`src/rtl/pathfinding_pkg.sv`:
```
// ============================================================================
// Package  : pathfinding_pkg
// Purpose  : Shared node_info record type, sizes and fetch FSM states.
// Revision : 1.0
// ============================================================================
`default_nettype none

package pathfinding_pkg;

    localparam int NODE_WORDS_C = 17;
    localparam int NODE_BITS_C  = NODE_WORDS_C * 16;

    typedef logic [NODE_BITS_C-1:0] node_info;

    typedef enum logic [1:0] {
        IDLE  = 2'd0,
        ISSUE = 2'd1,
        DRAIN = 2'd2,
        RESP  = 2'd3
    } fetch_state_t;

endpackage

`default_nettype wire

```
`src/rtl/node_fetch_arbiter_if.sv`:
```
// ============================================================================
// Interface : node_fetch_arbiter_if
// Purpose   : Requester handshake, node memory read port and response bus.
// Revision  : 1.0
// ============================================================================
`default_nettype none

interface node_fetch_arbiter_if #(
    parameter int ADDR_W     = 10,
    parameter int NODE_WORDS = pathfinding_pkg::NODE_WORDS_C
);
    logic [1:0]               req_valid;
    logic [1:0][7:0]          req_slot;
    logic [1:0]               req_ready;
    logic [ADDR_W-1:0]        mem_address;
    logic                     mem_read;
    logic [15:0]              mem_readdata;
    logic                     resp_valid;
    logic                     resp_id;
    logic [NODE_WORDS*16-1:0] resp_data;
    logic                     busy;

    // The arbiter side drives memory and responses.
    modport master (
        input  req_valid, req_slot, mem_readdata,
        output req_ready, mem_address, mem_read, resp_valid, resp_id, resp_data, busy
    );

    modport slave (
        output req_valid, req_slot, mem_readdata,
        input  req_ready, mem_address, mem_read, resp_valid, resp_id, resp_data, busy
    );
endinterface

`default_nettype wire

```
`src/rtl/rr_arbiter2.sv`:
```
// ============================================================================
// Module   : rr_arbiter2
// Purpose  : Two-way round-robin grant; requester 0 wins the first contention.
// Revision : 1.0
// ============================================================================
`default_nettype none

module rr_arbiter2 (
    input  wire logic       clk,
    input  wire logic       reset_n,
    input  wire logic [1:0] req,
    input  wire logic       advance,
    output logic      [1:0] gnt
);
    logic last_grant_q;
    logic last_grant_d;

    always_comb begin
        gnt = 2'b00;
        case (req)
            2'b01:   gnt = 2'b01;
            2'b10:   gnt = 2'b10;
            2'b11:   gnt = last_grant_q ? 2'b01 : 2'b10;
            default: gnt = 2'b00;
        endcase
    end

    always_comb begin
        last_grant_d = last_grant_q;
        if (advance && (gnt != 2'b00)) begin
            last_grant_d = gnt[1];
        end
    end

    always_ff @(posedge clk or negedge reset_n) begin
        if (!reset_n) begin
            last_grant_q <= 1'b1;
        end else begin
            last_grant_q <= last_grant_d;
        end
    end
endmodule

`default_nettype wire

```
`src/rtl/node_fetch_arbiter.sv`:
```
// ============================================================================
// Module   : node_fetch_arbiter
// Purpose  : Shares the node memory read port between two requesters and
//            assembles NODE_WORDS 16-bit words into one node_info record.
//            Optional NODE_FETCH_PERF_EN adds grant/contention counters.
// Revision : 1.0
// ============================================================================
`default_nettype none

module node_fetch_arbiter
    import pathfinding_pkg::*;
#(
    parameter int ADDR_W     = 10,
    parameter int NODE_WORDS = NODE_WORDS_C,
    parameter int RD_LAT     = 1
) (
    input  wire logic           clk,
    input  wire logic           reset_n,
    node_fetch_arbiter_if.master bus
`ifdef NODE_FETCH_PERF_EN
    ,
    output logic [15:0]         grant_cnt0,
    output logic [15:0]         grant_cnt1,
    output logic [15:0]         contend_cnt
`endif
);
    localparam int            KW     = (NODE_WORDS > 1) ? $clog2(NODE_WORDS) : 1;
    localparam int            DW     = NODE_WORDS * 16;
    localparam logic [KW-1:0] K_LAST = KW'(NODE_WORDS - 1);

    fetch_state_t      state_q, state_d;
    logic [KW-1:0]     k_q, k_d;
    logic [ADDR_W-1:0] addr_q, addr_d;
    logic              rd_q, rd_d;
    logic              id_q, id_d;
    logic              rv_q, rv_d;
    logic [DW-1:0]     data_q, data_d;
    logic [RD_LAT-1:0] pipe_vld_q, pipe_vld_d;
    logic [KW-1:0]     pipe_tag_q [RD_LAT];
    logic [KW-1:0]     pipe_tag_d [RD_LAT];

    logic [1:0]        w_gnt;
    logic [1:0]        w_ready;
    logic              w_advance;
    logic [7:0]        w_slot;
    logic [ADDR_W-1:0] w_base;
    logic              w_last_cap;

    assign w_advance = (state_q == IDLE) && (bus.req_valid != 2'b00);
    assign w_ready   = (state_q == IDLE) ? w_gnt : 2'b00;
    assign w_slot    = w_gnt[1] ? bus.req_slot[1] : bus.req_slot[0];
    // Truncation to ADDR_W gives the modulo-2^ADDR_W wrap of the base address.
    assign w_base    = ADDR_W'(32'(w_slot) * 32'(NODE_WORDS));
    assign w_last_cap = pipe_vld_q[RD_LAT-1] && (pipe_tag_q[RD_LAT-1] == K_LAST);

    rr_arbiter2 u_rr (
        .clk     (clk),
        .reset_n (reset_n),
        .req     (bus.req_valid),
        .advance (w_advance),
        .gnt     (w_gnt)
    );

    always_comb begin
        state_d = state_q;
        k_d     = k_q;
        addr_d  = addr_q;
        rd_d    = 1'b0;
        id_d    = id_q;
        rv_d    = 1'b0;
        case (state_q)
            IDLE: begin
                if (w_advance) begin
                    state_d = ISSUE;
                    addr_d  = w_base;
                    k_d     = '0;
                    rd_d    = 1'b1;
                    id_d    = w_gnt[1];
                end
            end
            ISSUE: begin
                if (k_q == K_LAST) begin
                    state_d = DRAIN;
                end else begin
                    k_d    = k_q + 1'b1;
                    addr_d = addr_q + 1'b1;
                    rd_d   = 1'b1;
                end
            end
            DRAIN: begin
                if (w_last_cap) begin
                    state_d = RESP;
                    rv_d    = 1'b1;
                end
            end
            RESP:    state_d = IDLE;
            default: state_d = IDLE;
        endcase
    end

    // Each issued read carries its word index down the latency pipe.
    always_comb begin
        pipe_vld_d[0] = rd_q;
        pipe_tag_d[0] = k_q;
        for (int j = 1; j < RD_LAT; j++) begin
            pipe_vld_d[j] = pipe_vld_q[j-1];
            pipe_tag_d[j] = pipe_tag_q[j-1];
        end
    end

    always_comb begin
        data_d = data_q;
        if (pipe_vld_q[RD_LAT-1]) begin
            for (int w = 0; w < NODE_WORDS; w++) begin
                if (pipe_tag_q[RD_LAT-1] == KW'(w)) begin
                    data_d[DW-1-16*w -: 16] = bus.mem_readdata;
                end
            end
        end
    end

    always_ff @(posedge clk or negedge reset_n) begin
        if (!reset_n) begin
            state_q    <= IDLE;
            k_q        <= '0;
            addr_q     <= '0;
            rd_q       <= 1'b0;
            id_q       <= 1'b0;
            rv_q       <= 1'b0;
            data_q     <= '0;
            pipe_vld_q <= '0;
            for (int j = 0; j < RD_LAT; j++) begin
                pipe_tag_q[j] <= '0;
            end
        end else begin
            state_q    <= state_d;
            k_q        <= k_d;
            addr_q     <= addr_d;
            rd_q       <= rd_d;
            id_q       <= id_d;
            rv_q       <= rv_d;
            data_q     <= data_d;
            pipe_vld_q <= pipe_vld_d;
            for (int j = 0; j < RD_LAT; j++) begin
                pipe_tag_q[j] <= pipe_tag_d[j];
            end
        end
    end

    assign bus.req_ready   = w_ready;
    assign bus.mem_address = addr_q;
    assign bus.mem_read    = rd_q;
    assign bus.resp_valid  = rv_q;
    assign bus.resp_id     = id_q;
    assign bus.resp_data   = data_q;
    assign bus.busy        = (state_q != IDLE);

`ifdef NODE_FETCH_PERF_EN
    logic [15:0] gc0_q, gc0_d;
    logic [15:0] gc1_q, gc1_d;
    logic [15:0] cc_q, cc_d;

    always_comb begin
        gc0_d = gc0_q;
        gc1_d = gc1_q;
        cc_d  = cc_q;
        if (w_ready[0] && (gc0_q != 16'hFFFF)) gc0_d = gc0_q + 16'd1;
        if (w_ready[1] && (gc1_q != 16'hFFFF)) gc1_d = gc1_q + 16'd1;
        if ((state_q == IDLE) && (bus.req_valid == 2'b11) && (cc_q != 16'hFFFF)) begin
            cc_d = cc_q + 16'd1;
        end
    end

    always_ff @(posedge clk or negedge reset_n) begin
        if (!reset_n) begin
            gc0_q <= '0;
            gc1_q <= '0;
            cc_q  <= '0;
        end else begin
            gc0_q <= gc0_d;
            gc1_q <= gc1_d;
            cc_q  <= cc_d;
        end
    end

    assign grant_cnt0  = gc0_q;
    assign grant_cnt1  = gc1_q;
    assign contend_cnt = cc_q;
`endif
endmodule

`default_nettype wire

```
`src/flat_wrapper.sv`:
```
// flat-port wrapper written by rule: the top's interface ports become plain ports
module node_fetch_arbiter_flat import pathfinding_pkg::*;
#(
    parameter int ADDR_W     = 10,
    parameter int NODE_WORDS = NODE_WORDS_C,
    parameter int RD_LAT     = 1
)
  (clk, reset_n, bus_req_valid, bus_req_slot, bus_mem_readdata, bus_req_ready, bus_mem_address, bus_mem_read, bus_resp_valid, bus_resp_id, bus_resp_data, bus_busy);
  node_fetch_arbiter_if #(.ADDR_W(ADDR_W), .NODE_WORDS(NODE_WORDS)) bus_i ();
  input  wire logic clk;
  input  wire logic reset_n;
  input wire logic [$bits(bus_i.req_valid)-1:0] bus_req_valid;
  input wire logic [$bits(bus_i.req_slot)-1:0] bus_req_slot;
  input wire logic [$bits(bus_i.mem_readdata)-1:0] bus_mem_readdata;
  output wire logic [$bits(bus_i.req_ready)-1:0] bus_req_ready;
  output wire logic [$bits(bus_i.mem_address)-1:0] bus_mem_address;
  output wire logic [$bits(bus_i.mem_read)-1:0] bus_mem_read;
  output wire logic [$bits(bus_i.resp_valid)-1:0] bus_resp_valid;
  output wire logic [$bits(bus_i.resp_id)-1:0] bus_resp_id;
  output wire logic [$bits(bus_i.resp_data)-1:0] bus_resp_data;
  output wire logic [$bits(bus_i.busy)-1:0] bus_busy;
  assign bus_i.req_valid = bus_req_valid;
  assign bus_i.req_slot = bus_req_slot;
  assign bus_i.mem_readdata = bus_mem_readdata;
  assign bus_req_ready = bus_i.req_ready;
  assign bus_mem_address = bus_i.mem_address;
  assign bus_mem_read = bus_i.mem_read;
  assign bus_resp_valid = bus_i.resp_valid;
  assign bus_resp_id = bus_i.resp_id;
  assign bus_resp_data = bus_i.resp_data;
  assign bus_busy = bus_i.busy;
  node_fetch_arbiter #(.ADDR_W(ADDR_W), .NODE_WORDS(NODE_WORDS), .RD_LAT(RD_LAT)) u_core (.clk(clk), .reset_n(reset_n), .bus(bus_i));
endmodule
```
`config.mk`:
```
export PLATFORM = sky130hd
export DESIGN_NAME = node_fetch_arbiter_flat
export DESIGN_NICKNAME = d
export VERILOG_FILES = /design/src/rtl/pathfinding_pkg.sv /design/src/rtl/node_fetch_arbiter_if.sv /design/src/rtl/rr_arbiter2.sv /design/src/rtl/node_fetch_arbiter.sv /design/src/flat_wrapper.sv
export SDC_FILE = /design/constraint.sdc
export NUM_CORES = 1
export LEC_CHECK = 0
export CORE_AREA = 2 2 132 198
export CTS_CLUSTER_DIAMETER = 100
export DETAILED_ROUTE_END_ITERATION = 7
export DIE_AREA = 0 0 134 200
export GPL_ROUTABILITY_DRIVEN = 0
export PLACE_DENSITY = 0.82
export SLEW_MARGIN = 20
export SYNTH_ARGS = -nofsm -noshare
export SYNTH_HDL_FRONTEND = slang
export SYNTH_SLANG_ARGS = --single-unit
```
`constraint.sdc`:
```
create_clock -name clk -period 3.4 [get_ports clk]
set_clock_uncertainty 0.2 [all_clocks]
set_input_delay 0.68 -clock clk [delete_from_list [all_inputs] [get_ports clk]]
set_output_delay 0.68 -clock clk [all_outputs]
set_load 0.005 [all_outputs]
```
==> results.txt <==
----------------------------------------------------
[Status]
  Status ... completed

[Synthesis]
  Fraction of the yosys area taken by sequential cells ... between 60% and 70%
  Count of different cell masters after synthesis ... 48
  Fraction of the mapped netlist area in compound gates ... 2.57%
  Dominant combinational cell family by area after synthesis ... multiplexers
  Leading cell type by number of instances after synthesis ... sky130_fd_sc_hd__dfrtp_1
  Cell area after synthesis ... roughly 0.012 mm^2
  Cell types with the largest area share after synthesis ... sky130_fd_sc_hd__dfrtp_1 63%, sky130_fd_sc_hd__mux2_2 26%, sky130_fd_sc_hd__ha_1 1.5%
  Mapped Avg Cell Area ... approximately 15 um^2
  XOR/XNOR share of the synthesized area ... 0.147%
  Adder and majority gate portion of the synthesized area ... under 10%
  Synth cell count leaders ... 298 x sky130_fd_sc_hd__dfrtp_1, 271 x sky130_fd_sc_hd__mux2_2, 25 x sky130_fd_sc_hd__nand2_1
  Dominant register cell in the synthesized netlist ... sky130_fd_sc_hd__dfrtp_1
  Multiplexer fraction of the synthesized cell area ... a little over a quarter
  Ys Warns ... 0
  Cell taking the most area after synthesis ... sky130_fd_sc_hd__dfrtp_1
  Post-synthesis share of cell area spent on and, or, nand and nor gates ... around 3.6%
  Number of enable flip-flop cells after synthesis ... 0
  Register bit count reported by yosys ... roughly 300
  Share of the synthesized area in the top cell type ... approximately 63%
  Share of flip-flops with an asynchronous set or reset ... 100%
  Mapped Cells ... approximately 780
  Net count of the mapped netlist ... between 800 and 900

[Cells and area]
  FILL cells ... between 1500 and 2000
  Area added between synthesis and finish ... 38.7%
  Antenna cell count ... 0
  Total number of nets in the final design ... 1166
  Final Instance Area ... approximately 0.016 mm^2
  Count of non-filler cells in the finished layout ... around 1500
  Share of layout cells above drive strength 1 ... a little under a third

[Clock network]
  Worst-path clk slew ... 0.06 ns
  Clock insertion delay at the later pin of the skew report ... between 0.5 and 0.6 ns
  Number of H-tree levels ... 1
  Setup Buffers After CTS ... 0
  Maximum buffer depth of the clock tree ... 3
  Post-cts repair resize count ... 0
  TritonCTS clock tree ... done
  Number of buffers created by CTS ... 28
  CTS Root Buffer Type ... sky130_fd_sc_hd__clkbuf_16
  Clock net sink count ... between 200 and 300
  Number of buffers inserted by hold repair at cts ... 1

[Pwr]
  Clock group share of total power ... between 20% and 30%
  Switching power as a share of total power ... 27.6%
  P_sw ... 0.00336 W
  Internal power component ... 0.00880 W
  Part of the power in combinational logic ... between 30% and 40%
  Reported leakage power ... 7.27 nW
  Power per unit of standard cell area ... 738 mW/mm^2
  Peak supply drop ... ~0.56 mV
  Sequential cell fraction of total power ... between 40% and 50%

[Floorplanning]
  Core Area ... between 0.02 and 0.025 mm^2
  Starting Density ... a little under half
  Die span in y ... approximately 200 um
  Die extent in x ... between 100 and 150 um
  Area of the die ... approximately 0.027 mm^2
  Row cnt ... a little over 70
  I/O Pins ... between 300 and 400

[Worst setup path]
  Kind of capture point of the worst setup path ... flop
  Largest fanout of any net on the critical path ... 5
  Launch point of the worst reg-to-reg path ... u_core.u_rr.last_grant_q
  Req. time, crit path ... 3.60 ns
  Worst path arrival time ... 3.29 ns
  Startpoint Class ... input port
  Critical path start-end classification ... input port to flop
  Startpoint of the most critical setup path ... bus_req_valid[1]

[Global route]
  Residual overflow from global routing ... 0
  Number of antenna violations at the first check in global routing ... 0
  Pin count of the biggest net entering global routing ... 78
  Aggregate global-route resource usage ... 23.3%
  Number of global-route vias before repair ... 8249
  Wire length of the first global-routing pass ... 47900 um

[Worst hold path]
  HP Start ... u_core.bus.mem_read
  Worst hold-check path type ... flop to flop

[Route]
  Remaining DRCs ... 0
  Pre-antenna DRT Iters ... 4
  WL per Instance ... around 22 um
  Drt initial violations ... between 200 and 250
  Per-cell via count in the routed design ... 5.33
  Post-route antenna net violation count ... 0
  Final routed wirelength across all metal layers ... about 32000 um
  Total vias in the final route ... around 7800

[Timing]
  Max-slew violations ... 0
  Number of endpoints failing setup at the final stage ... 0
  Period minus WS final ... 3.09 ns
  Fmax ... between 0.3 and 0.4 GHz
  Setup repair after global routing missed its margin ... false
  Slew headroom ... 37.1%
  Part of the cycle the worst path needs ... 90.9%
  Slew at the pin closest to its max-slew limit ... around 0.94 ns
  Worst hold slack after final layout ... 0.185 ns
  Hold Vio Cnt, Final ... 0
  Sum Neg Setup Slack ... 0 ns
  Final worst slack ... about 0.31 ns

[Place]
  Buffers added on ports ... 323
  Placement-stage worst setup slack ... -0.228 ns
  Cell area reported after detailed placement ... between 0.015 and 0.02 mm^2
  Placed cell count ... 1412
  HPWL reported at the end of detailed placement ... about 23000 um

[Job]
  Max-cap check violation count ... 0

----------------------------------------------------
## final timing paths
check | end | slack [ns] | depth (start not counted)
min | u_core.pipe_vld_q | 0.18 | 0
max reg2reg | u_core.bus.mem_address[9] | 0.54 | 13
min in group asynchronous | u_core.bus.resp_data[177] | 0.52 | 2
max | u_core.bus.mem_address[9] | 0.31 | 14
max in group asynchronous | u_core.bus.resp_data[206] | 1.61 | 3
min reg2reg | u_core.pipe_vld_q | 0.18 | 0
## registers in the layout (all words and copies together), names as in the netlist, 2 cells and up
signal,flops
u_core.pipe_tag_q,5
u_core.bus.mem_address,10
u_core.bus.resp_data,272
u_core.state_q,2
u_core.k_q,5
## stage by stage
step	power [W]	utilization [%]
floorplan	0.00659	-
global placement	0.00896	62.2
detailed placement	0.00910	62.2
CTS	0.0123	66.0
global route	0.0128	66.0
finish	0.0122	66.0
## cell usage in the layout (no fill, tap or decap), drive strengths merged, types with 3 or more instances in the layout
cell type      synthesis  final
clkdlybuf4s50          0    322
dfrtp                298    298
mux2                 280    280
clkbuf                18     40
nand2                 31     31
buf                   25     26
o21ai                 20     20
ha                    14     14
inv                   12     12
nand3                 11     11
nor2                  11     11
a21oi                  8      8
clkinv                 1      7
nor2b                  5      5
nor3                   5      5
a22oi                  4      4
mux2i                  3      3
a21o                   3      3
and3                   3      3
nor3b                  3      3
## cells by family (layout without fill, tap and decap cells)
kind of cell | Yosys count | in the layout
xor+xnor | 2 | 2
buf+inv | 56 | 411
fa+ha+maj | 15 | 15
compound gates | 47 | 47
simple gates | 77 | 77
flops | 299 | 299
mux | 283 | 283
## final cells by class
cell class	instances	area, um^2	share of cell area (%)
Sequential cell	299	7480	45.4
Inverter	13	48.8	0.296
Tap cell	328	410	2.49
Clock buffer	40	827	5.02
Multi-Input combinational cell	424	4130	25.0
Clock inverter	9	101	0.615
Timing Repair Buffer	349	3470	21.1
## power groups by stage
stage | Clock (W) | Combinational (W) | Sequential, W
global placement | 0 | 0.00389 | 0.00508
global route | 0.00334 | 0.00425 | 0.00518
detailed placement | 0 | 0.00397 | 0.00513
CTS | 0.00319 | 0.00401 | 0.00507
floorplan | 0 | 0.00151 | 0.00508
finish | 0.00313 | 0.00396 | 0.00507
## critical path, stage by stage
cell                              delay (ns)
sky130_fd_sc_hd__clkdlybuf4s50_1        0.46
sky130_fd_sc_hd__a21boi_2               0.20
sky130_fd_sc_hd__buf_4                  0.17
sky130_fd_sc_hd__mux2i_1                0.23
sky130_fd_sc_hd__inv_1                  0.07
sky130_fd_sc_hd__ha_1                   0.28
sky130_fd_sc_hd__ha_1                   0.17
sky130_fd_sc_hd__inv_1                  0.06
sky130_fd_sc_hd__fa_1                   0.39
sky130_fd_sc_hd__nor2b_1                0.12
sky130_fd_sc_hd__o21ai_0                0.09
sky130_fd_sc_hd__nor3b_1                0.14
sky130_fd_sc_hd__o21ai_0                0.14
sky130_fd_sc_hd__nand3_1                0.09
## metal layers
| metal | wire length (um) | GRT usage (%) | up-vias |
|---|---|---|---|
| met3 | 1650 | 3.84 | 89 |
| li1 | - | - | 3418 |
| met1 | 11400 | 25.6 | 4011 |
| met4 | 1660 | 11.5 | 0 |
| met2 | 17000 | 43.6 | 275 |
| met5 | 0 | 0 | - |
No activity file was read; power rests on OpenSTA's default activity.
